<file path="src/rtl/muxn_rr.sv">
// muxn_rr: registered CH-channel valid/ready mux with a loadable select; define MUXN_RR_EN to add round-robin scan mode
module muxn_rr #(
   parameter int N  = 64,
   parameter int CH = 8,
   parameter int SW = $clog2(CH)
) (
   input  logic            clk,
   input  logic            rst_n,
   input  logic [CH*N-1:0] d,
   input  logic [CH-1:0]   d_valid,
   output logic [CH-1:0]   d_ready,
   input  logic [SW-1:0]   s,
   input  logic            s_load,
   input  logic            mode,
   output logic [N-1:0]    y,
   output logic [SW-1:0]   y_ch,
   output logic            y_valid,
   input  logic            y_ready,
   output logic            sel_err
);
   logic [N-1:0] dch [CH];
   logic [SW-1:0] sel_q, g;
   logic can_acc, g_en, fire, s_ok;
   for (genvar i = 0; i < CH; i++) begin : g_ch
      assign dch[i] = d[i*N +: N];
   end
   assign can_acc = !y_valid || y_ready;
   assign s_ok = 32'(s) < CH;
`ifdef MUXN_RR_EN
   logic [SW-1:0] ptr, g_rr;
   logic any_rr;
   // lowest circular offset from ptr wins, hence the descending scan
   always_comb begin
      g_rr = ptr;
      any_rr = 1'b0;
      for (int k = CH-1; k >= 0; k--) begin
         if (d_valid[SW'((int'(ptr) + k) % CH)]) begin
            g_rr = SW'((int'(ptr) + k) % CH);
            any_rr = 1'b1;
         end
      end
   end
   assign g = mode ? g_rr : sel_q;
   assign g_en = mode ? any_rr : 1'b1;
   always_ff @(posedge clk or negedge rst_n)
      if (!rst_n) ptr <= '0;
      else if (fire && mode) ptr <= (g == SW'(CH-1)) ? '0 : g + 1'b1;
`else
   logic unused_mode;
   assign unused_mode = mode;
   assign g = sel_q;
   assign g_en = 1'b1;
`endif
   assign fire = can_acc && d_valid[g];
   assign d_ready = (rst_n && can_acc && g_en) ? CH'(1) << g : '0;
   always_ff @(posedge clk or negedge rst_n)
      if (!rst_n) begin
         y <= '0;
         y_ch <= '0;
         y_valid <= 1'b0;
         sel_q <= '0;
         sel_err <= 1'b0;
      end else begin
         if (fire) begin
            y <= dch[g];
            y_ch <= g;
            y_valid <= 1'b1;
         end else if (y_ready) y_valid <= 1'b0;
         if (s_load && s_ok) sel_q <= s;
         sel_err <= s_load && !s_ok;
      end
endmodule

</file>
<file path="config.mk">
export PLATFORM = sky130hd
export DESIGN_NAME = muxn_rr
export DESIGN_NICKNAME = d
export VERILOG_FILES = /design/src/rtl/muxn_rr.sv
export SDC_FILE = /design/constraint.sdc
export NUM_CORES = 1
export LEC_CHECK = 0
export BUFFER_PORTS_ARGS = -buffer_cell sky130_fd_sc_hd__buf_4
export CAP_MARGIN = 20
export CORE_AREA = 4 4 234 236
export CTS_CLUSTER_SIZE = 8
export DETAILED_ROUTE_END_ITERATION = 16
export DIE_AREA = 0 0 238 240
export MAX_ROUTING_LAYER = met4
export PLACE_DENSITY_LB_ADDON = 0.15
export SYNTH_ARGS = -nofsm -noshare
export SYNTH_HDL_FRONTEND = slang
export SYNTH_SLANG_ARGS = --single-unit
export TNS_END_PERCENT = 20
</file>
<file path="constraint.sdc">
create_clock -name clk -period 2.2 [get_ports clk]
set_clock_uncertainty 0.2 [all_clocks]
set_input_delay 0.22 -clock clk [delete_from_list [all_inputs] [get_ports clk]]
set_output_delay 0.22 -clock clk [all_outputs]
set_load 0.02 [all_outputs]
</file>
Word level (Yosys, flattened, before mapping)
Index checks and enable logic that the tools add are counted.
{"block": "totals", "inputBits": 528, "wordCells": 21, "regBits": 71}
{"block": "classes", "shifts": 1, "magnitude_cmp": 2, "reduce_logical": 5, "n_bitwise": 1, "mux": 8}
{"cell": "$bmux 64 s3", "n": 1}
{"cell": "$mux 64", "n": 2}
{"cell": "$mux 8", "n": 1}
{"cell": "$shl 1x3->8 const A", "n": 1}
{"cell": "$ge 4x4->1 const B", "n": 1}
{"cell": "$lt 3x4->1 const B", "n": 1}
{"cell": "$not 3->4", "n": 1}
{"cell": "$bmux 1 s3", "n": 1}
{"cell": "$mux 1", "n": 3}
{"cell": "$logic_and 1x1->1", "n": 2}
{"cell": "$reduce_bool 2->1", "n": 1}
{"cell": "$logic_not 1->1", "n": 1}
{"cell": "$logic_or 1x1->1", "n": 1}

Longest topological paths before layout
Gate-level depths: netlist (run 1).
{"block": "depth", "depth_word": 4, "mapped_depth": 8}

Worst setup path after synthesis (run 1)
No wires, ideal clock.
{"block": "synth_timing", "kind": "register to register", "start": "register sel_q[0] (netlist: g[0])", "end": "register y[58]", "setup_ps": 125, "setup_slack_ps": 104, "synth_period_minus_slack_ps": 2096, "n_path_buf": 2, "required_time_ps": 1875, "stages_incl_launch_ff": 6, "arrival_ps": 1771, "path_cell_list": "dfrtp_1 buf_6 buf_6 mux4_1 mux2_2 mux2_2"}
{"block": "synth_between", "elab_chain_cells": 4}
{"item": "from (decl)", "line_no": "22", "rtl": "logic [SW-1:0] sel_q, g;"}
{"item": "from (signal assigned)", "line_no": "69", "rtl": "if (s_load && s_ok) sel_q <= s;"}
{"item": "$not 3->4 (implied by the code)", "line_no": "65", "rtl": "y <= dch[g];"}
{"item": "$bmux 64 s3", "line_no": "65"}
{"item": "$mux 64 (implied by the code) (2 in series)", "line_no": "65"}
{"item": "to (signal assigned)", "line_no": "65"}
{"item": "to (decl)", "line_no": "15", "rtl": "output logic [N-1:0] y,"}
Several ways; a longest one is shown, not always the timed one. The select of a mux whose other input is x is not followed.
A chain may end at the register's enable or synchronous reset.

Worst setup path after layout (run 1)
{"block": "layout_timing", "start": "register sel_q[0] (netlist: g[0])", "end": "register y[10]"}
The elaborated chain is that of the path after synthesis.

==> qor.csv, run 1 <==
stage;metric;value;unit
grt;grt_pass1_vias;7737;
synthesis;yosys_register_bits;71;
timing;finalCritPeriodShare;101.4;%
critical_path;criticalPathCategory;reg -> reg;
outcome;violations;setup timing;
critical_path;crit_arrival;2270;ps
final_layout;final_nets;1551;
critical_path;start_kind;register;
timing;drv_slew;0;
timing;whs;37.38;ps
timing;finalHoldViolCount;0;
critical_path;worst-path-max-fanout;13;
synthesis;synth_cells;407;
floorplanning;die_area;0.05712;mm2
floorplanning;core_area;0.05245;mm2
worst_hold_path;whs_endpoint;y_valid;
routing;finalWirelength;36.03;mm
job;maxCapViolations;0;
placed_design;dpl.hpwl;29.84;mm
routing;drc;0;
final_layout;syn2layout_area_growth;91.80;%
worst_hold_path;hold_class;in -> reg;
critical_path;crit_required;2240;ps
synthesis;ys_seq_area_share;26.64;%
floorplanning;die_w;238;um
final_layout;diodes;0;
critical_path;rr_worst_depth;5;
routing;ant_nets;0;
placed_design;routabilityCongestion;0.8734;
timing;fin_crit;2232;ps
outcome;status;finished, violations left;
worst_hold_path;min-delay-start;y_ready;
synthesis;synth_nets;935;
clocking;cts_buffer_depth;2;
synthesis;syn_avg_cell_area;16.39;um2
clocking;clkSlewWorstSetupHoldPaths;70;ps
routing;drt_iter0_markers;150;
timing;fmax;448.1;MHz
grt;grt_util_all_layers;12.25;%
floorplanning;die_h;240;um
grt;overflow;0;
power;cellPowerDensity;686.5;mW/mm2
clocking;cts-buffers-inserted;9;
synthesis;syn_area;0.006670;mm2
clocking;cts_htree_levels;3;
clocking;cts_root_buf;clkbuf_16;
power;ir_drop;0.0002798;V
timing;rsz0062_at_grt;yes;
power;p_leak;0.005679;uW
final_layout;final_cells;1716;
clocking;worst_skew_pair.late_latency;360;ps
timing;fin_ws;-31.81;ps
worst_hold_path;whs_path_depth;3;
placed_design;place_inst;1688;
placed_design;place_area;0.01220;mm2
final_layout;final_layout_size_suffix_gt1_share;90.18;%
floorplanning;rows;84;
grt;antenna_found_initial;1;
critical_path;rrSetupSlack;-30;ps
routing;vias;6625;
floorplanning;io_pins;605;
clocking;cts_sinks;71;
critical_path;critPathCaptureType;register;
grt;grt_pass1_wl;50.11;mm
critical_path;r2r_end;y[10];
grt;grt_max_degree;69;
final_layout;most-common-layout-cells;616 x buf_4, 124 x mux4_2, 124 x mux2_2;
floorplanning;start_util;12.72;%
clocking;tritoncts;yes;
final_layout;final_cell_area;0.01279;mm2
routing;wl_per_cell;21.00;um
routing;dr.pass1.iters;4;
placed_design;port_buffers;602;
synthesis;yosysUniqueCellTypes;22;
final_layout;layout_commonest_cell;buf_4;
timing;setup_viol;19;
routing;post_drt_via_cell_ratio;3.861;
critical_path;r2r-start;g[0];
synthesis;synth_warnings;0;
[area by class of cell]
class	instances	area (um2)
inverter	1	3.754
multi-input combinational	288	4621
sequential	71	1788
clock inverter	7	73.82
timing repair buffer	652	5221
fill	5613	39650
tap	688	860.8
clock buffer	9	225.2
[flip-flops by register name (all words and copies together), names as in the netlist]
signal	flops
y_valid	1
y_ch	3
g	3
y	64
[worst max path at each step]
stage | end | cells past startpoint | startpoint | slack, ps
2_1_floorplan | y[58] | 5 | g[0] | 100
6_report | y[10] | 5 | g[0] | -30
4_1_cts | y[62] | 5 | g[0] | -60
5_1_grt | y[10] | 5 | g[0] | -90
3_3_place_gp | y[21] | 5 | g[0] | -50
3_5_place_dp | y[6] | 5 | g[0] | -60
[through the flow]
| step | setup WS, ps | power (uW) | util, % | TNS, ps |
|---|---|---|---|---|
| after global routing | -88.25 | 9336 | 24.39 | -4317 |
| after global placement | -54.36 | 7226 | 23.27 | -1621 |
| final | -31.81 | 8782 | 24.39 | -160.4 |
| after CTS | -58.94 | 8995 | 24.22 | -1405 |
| after detailed placement | -56.63 | 7214 | 23.27 | -1606 |
| after floorplan | 104.3 | 4731 | - | 0 |
[worst max-delay path: stages (launching register included)]
cell     delay, ps
dfrtp_4        450
buf_12         190
buf_12         130
mux4_2         560
mux2_2         290
mux2_2         260
[metal layers]
metal	up-vias	share of wire, %	track usage (%)
met2	356	54	22.71
met1	3284	36	13.00
met5	-	0	-
met3	24	7.9	2.982
li1	2961	-	-
met4	0	1.7	3.430
[cell usage after synthesis]
| cell type | n | area [um2] |
|---|---|---|
| nand2b_1 | 2 | 12.51 |
| nor3_1 | 2 | 10.01 |
| mux2i_1 | 4 | 40.04 |
| nand4_1 | 1 | 6.260 |
| mux2_2 | 134 | 1509 |
| inv_1 | 1 | 3.750 |
| buf_1 | 1 | 3.750 |
| mux4_1 | 6 | 157.7 |
| nand2_1 | 2 | 7.510 |
| conb_1 | 1 | 3.750 |
| buf_2 | 13 | 65.06 |
| clkbuf_1 | 13 | 48.80 |
| buf_4 | 6 | 45.04 |
| nor2_1 | 7 | 26.28 |
| nor2b_1 | 1 | 6.260 |
| nand3b_1 | 2 | 15.01 |
| dfrtp_1 | 71 | 1777 |
| a32o_1 | 1 | 10.01 |
| nand3_1 | 2 | 10.01 |
| buf_6 | 14 | 157.7 |
| mux4_2 | 122 | 2748 |
| a22oi_1 | 1 | 7.510 |
[cell families after synthesis]
kind of cell           Yosys count  share of synthesized area [%]
AND/OR/NAND/NOR                 19                          1.407
AO/OA/AOI/OAI                    2                         0.2627
other                            1                        0.05622
multiplexers                   266                          66.78
flip-flops                      71                          26.64
buffers and inverters           48                          4.858
[where the power goes]
| part | switching [uW] | internal [uW] |
|---|---|---|
| logic | 2190 | 2820 |
| registers | 318 | 1890 |
| clock network | 685 | 879 |
| total | 3190 | 5590 |
[timing repair]
action | in CTS | in global routing
setup endpoints to repair | 73 | 71
gates resized for setup | 18 | 16
setup buffers | 3 | 0
hold buffers | 7 | 0
gates cloned | 1 | 1
hold endpoints to repair | 74 | 0
Power figures use the tool's default switching activity.
==> run 2: changes to the inputs <==
Clock period 2.2 ns to 2.45 ns, I/O delays scaled along.
==> qor.csv, run 2 (same netlist as run 1, synthesis figures left out) <==
stage;metric;value;unit
outcome;status;finished, final reports clean;
final_layout;layout_commonest_cell;buf_4;
final_layout;final_nets;1550;
critical_path;critPathCaptureType;register;
power;switching_share;35.24;%
timing;fin_tns_setup;0;ps
power;ir_drop;0.0003152;V
worst_hold_path;hold_class;in -> reg;
clocking;cts_sinks;71;
power;p_int;5148;uW
critical_path;criticalPathCategory;reg -> reg;
clocking;clkSlewWorstSetupHoldPaths;60;ps
critical_path;crit_required;2500;ps
clocking;worst_skew_pair.late_latency;360;ps
clocking;cts-buffers-inserted;9;
critical_path;startpoint;g[0];
critical_path;r2r-start;g[0];
floorplanning;rows;84;
worst_hold_path;whs_path_depth;3;
power;pwr-share-clk;20.2;%
final_layout;most-common-layout-cells;635 x buf_4, 134 x mux2_2, 122 x mux4_2;
floorplanning;die_h;240;um
clocking;cts_htree_levels;3;
power;pwr-share-seq;25.0;%
critical_path;worst-path-max-fanout;24;
final_layout;final_core_utilization;24.00;%
power;p_sw;2801;uW
final_layout;layout.area.seq;0.001788;mm2
critical_path;rrSetupSlack;150;ps
critical_path;start_kind;register;
grt;grt_max_degree;51;
routing;finalWirelength;34.90;mm
clocking;tritoncts;yes;
floorplanning;core_area;0.05245;mm2
final_layout;largest_reg_flops;64;
routing;ant_nets;0;
grt;grt_pass1_wl;49.18;mm
grt;grt_pass1_vias;7774;
floorplanning;die_w;238;um
clocking;cts_root_buf;clkbuf_16;
final_layout;fillers;5617;
timing;worst_pin_slew;559.8;ps
power;p_leak;0.005599;uW
routing;post_drt_via_cell_ratio;3.855;
power;share_comb_of_total_power;54.8;%
timing;rsz0062_at_grt;no;
critical_path;rr_worst_depth;5;
timing;finalCritPeriodShare;94.00;%
clocking;cts_setup_buffers;0;
final_layout;multi_input_area;0.004569;mm2
timing;fmax;434.2;MHz
final_layout;final_layout_size_suffix_gt1_share;89.48;%
routing;vias;6612;
critical_path;critPathCapture;y[40];
final_layout;syn2layout_area_growth;88.69;%
final_layout;top_register;y;
job;maxCapViolations;0;
power;total_power;7949;uW
grt;antenna_found_initial;0;
timing;finalHoldViolCount;0;
clocking;post_cts_resize_count;0;
final_layout;diodes;0;
routing;drt_iter0_markers;186;
placed_design;routabilityCongestion;0.8465;
timing;setup_viol;0;
routing;wl_per_cell;20.35;um
critical_path;crit_arrival;2350;ps
routing;dr.pass1.iters;4;
floorplanning;die_area;0.05712;mm2
placed_design;port_buffers;602;
power;cellPowerDensity;631.6;mW/mm2
critical_path;r2r_end;y[40];
timing;drv_slew;0;
routing;drc;0;
placed_design;dpl.hpwl;29.98;mm
floorplanning;io_pins;605;
floorplanning;start_util;12.72;%
grt;overflow;0;
timing;fin_crit;2303;ps
clocking;cts_buffer_depth;2;
grt;grt_util_all_layers;11.99;%
timing;slew_headroom;62.68;%
run 2: cell types whose count changed in the layout (fill, tap and decap cells not counted), moves of 3 or more:
cell | before | now
buf_6 | 11 | 0
mux2_2 | 124 | 134
buf_16 | 4 | 0
mux2_4 | 10 | 0
mux2i_2 | 3 | 0
clkinvlp_4 | 4 | 1
mux2i_1 | 1 | 4
buf_4 | 616 | 635
run 2: area by class of cell:
class                      instances  share of cell area, %
timing repair buffer             651                  39.86
inverter                           1                0.02982
clock buffer                      10                  1.899
clock inverter                     6                 0.8550
tap                              688                  6.840
sequential                        71                  14.21
multi-input combinational        288                  36.31
run 2: metrics by stage:
step                      hold slack (ps)  cells  setup slack, ps  cell area (um2)
after global placement              222.3   1692            131.3            12170
final                               41.13   1715            147.1            12590
after detailed placement            225.5   1692            116.5            12170
after CTS                           24.21   1715            116.6            12590
after global routing                32.58   1715            65.57            12590
after floorplan                    -250.6    407            354.3             6670
run 2: how the worst min path moves through the flow:
stage / start / to / slack, ps
finish: y_ready / y_valid / 40
global route: y_ready / y_valid / 30
detailed placement: rst_n / y[3] / 230
global placement: rst_n / y[3] / 220
CTS: y_ready / y_valid / 20
floorplan: rst_n / g[0] / -250
run 2: per-layer routing:
| metal | vias to the layer above | routed length, um | part of all wire (%) | global-route usage, % |
|---|---|---|---|---|
| met3 | 25 | 2929 | 8.4 | 3.487 |
| met5 | - | 0 | 0 | - |
| met1 | 3254 | 12300 | 35 | 12.40 |
| li1 | 2958 | - | - | - |
| met2 | 375 | 18860 | 54 | 21.94 |
| met4 | 0 | 807 | 2.3 | 3.852 |
run 2: power groups by stage:
| stage | registers [uW] | logic, uW | clock network [uW] |
|---|---|---|---|
| finish | 1980 | 4360 | 1610 |
| global route | 2070 | 4650 | 1760 |
| CTS | 2000 | 4470 | 1720 |
| detailed placement | 2010 | 4450 | 0 |
| global placement | 2000 | 4470 | 0 |
| floorplan | 2600 | 1650 | 0 |
run 2: worst max-delay path, cell delays in order (launching register included):
cell and delay, ps:
dfrtp_4 470, buf_12 200, buf_4 190, mux4_1 570, mux2_2 270, mux2_2 260
run 2: what timing repair did:
| item | CTS | global route |
|---|---|---|
| endpoints found under the setup margin | 0 | 0 |
| hold buffers | 7 | 0 |
| endpoints found under the hold margin | 74 | 0 |
==> run 3: changes to the inputs <==
Settings changed: CORE_AREA 4 4 234 236 to 4 4 235 237, DIE_AREA 0 0 238 240 to 0 0 239 241.
==> qor.csv, run 3 (same netlist as run 1, synthesis figures left out) <==
stage;metric;value;unit
final_layout;layout.area.seq;0.001788;mm2
timing;drv_slew;0;
grt;grt_pass1_wl;48.44;mm
clocking;worst_skew_pair.late_latency;360;ps
placed_design;dp_slack;142.6;ps
placed_design;routabilityCongestion;0.7747;
power;ir_drop;0.0003264;V
job;maxCapViolations;0;
critical_path;crit_arrival;2320;ps
final_layout;final_cells;1728;
timing;whs;29.23;ps
placed_design;port_buffers;602;
placed_design;dpl.hpwl;29.73;mm
final_layout;fillers;5718;
floorplanning;io_pins;605;
timing;fin_tns_setup;0;ps
routing;post_drt_via_cell_ratio;3.808;
timing;finalHoldViolCount;0;
timing;worst_pin_slew;541.8;ps
floorplanning;core_area;0.05328;mm2
clocking;cts_buffer_depth;2;
critical_path;worst-path-max-fanout;23;
routing;drc;0;
clocking;tritoncts;yes;
power;cellPowerDensity;622.9;mW/mm2
clocking;post_cts_resize_count;0;
timing;fin_ws;166.5;ps
clocking;clkSlewWorstSetupHoldPaths;60;ps
clocking;cts-buffers-inserted;9;
routing;drt_iter0_markers;157;
grt;grt_util_all_layers;11.65;%
timing;rsz0062_at_grt;no;
timing;fmax;437.9;MHz
routing;vias;6580;
floorplanning;rows;85;
power;total_power;7877;uW
critical_path;critPathCaptureType;register;
final_layout;top_register;y;
final_layout;most-common-layout-cells;638 x buf_4, 134 x mux2_2, 122 x mux4_2;
timing;slew_headroom;63.88;%
clocking;cts_htree_levels;3;
timing;fin_crit;2284;ps
critical_path;start_kind;register;
floorplanning;die_area;0.05760;mm2
outcome;status;finished, final reports clean;
grt;grt_pass1_vias;7680;
timing;finalCritPeriodShare;93.21;%
critical_path;criticalPathCategory;reg -> reg;
worst_hold_path;hold_class;in -> reg;
final_layout;final_nets;1555;
routing;dr.pass1.iters;4;
final_layout;multi_input_area;0.004569;mm2
critical_path;crit_required;2490;ps
floorplanning;die_h;241;um
final_layout;largest_reg_flops;64;
clocking;cts_root_buf;clkbuf_16;
routing;finalWirelength;34.73;mm
floorplanning;die_w;239;um
routing;wl_per_cell;20.10;um
final_layout;layout_commonest_cell;buf_4;
grt;overflow;0;
grt;antenna_found_initial;1;
final_layout;final_layout_size_suffix_gt1_share;89.53;%
power;p_leak;0.005621;uW
routing;ant_nets;0;
final_layout;diodes;0;
grt;grt_max_degree;42;
placed_design;place_inst;1704;
floorplanning;start_util;12.52;%
final_layout;syn2layout_area_growth;89.57;%
clocking;cts_sinks;71;
timing;setup_viol;0;
## run 3: cell count changes in the layout (fill, tap and decap cells not counted), sizes merged
cell	previous run	this run
buf	644	649
bufinv	3	2
clkbuf	10	11
clkinv	2	1
clkinvlp	1	2
## run 3: layout make-up
type | count | share of cell area [%]
repair buffers | 656 | 40.17
multi-input cells | 288 | 36.14
flip-flops and latches | 71 | 14.14
well taps | 696 | 6.887
clock buffers | 11 | 1.999
clock inverters | 5 | 0.6333
inverters | 1 | 0.02969
## run 3: critical path, cell delays in order, from the launching register on
cell and delay [ps]:
dfrtp_4 440, buf_12 210, buf_4 210, mux4_2 520, mux2_2 280, mux2_2 260
## run 3: metrics by stage
stage	area [um2]	util [%]
detailed placement	12230	22.96
floorplan	6670	-
CTS	12640	23.72
global route	12640	23.73
finish	12640	23.73
global placement	12230	22.96
## run 3: path summary, 6_finish.rpt
check                      startpoint  endpoint  slack (ps)  cells past startpoint
hold / removal                y_ready   y_valid          30                      3
setup / recovery                 g[0]     y[56]         170                      5
min in group asynchronous       rst_n     y[52]         390                      3
max in group asynchronous       rst_n      g[0]        1240                      3
setup reg to reg                 g[0]     y[56]         170                      5
hold reg to reg                 y[24]     y[24]         300                      1
## run 3: metal layers
metal,GRT usage [%],wire length (um),vias to the layer above,share of wire [%]
met5,-,0,-,0
met4,3.498,609,0,1.8
met3,2.834,2660,25,7.7
met2,21.24,18670,361,54
met1,12.55,12790,3223,37
li1,-,-,2971,-
## run 3: repair_timing
action                                  4_1_cts  5_1_grt
hold buffers                                  7        0
hold endpoints to repair                     74        0
endpoints found under the setup margin        0        1
buffers inserted                              0        1
## run 3: power breakdown
part           switching [uW]  internal (uW)  leakage [uW]
registers                 286           1690      0.000824
logic                    1920           2450       0.00464
clock network             578            946      0.000158
total                    2780           5100       0.00562
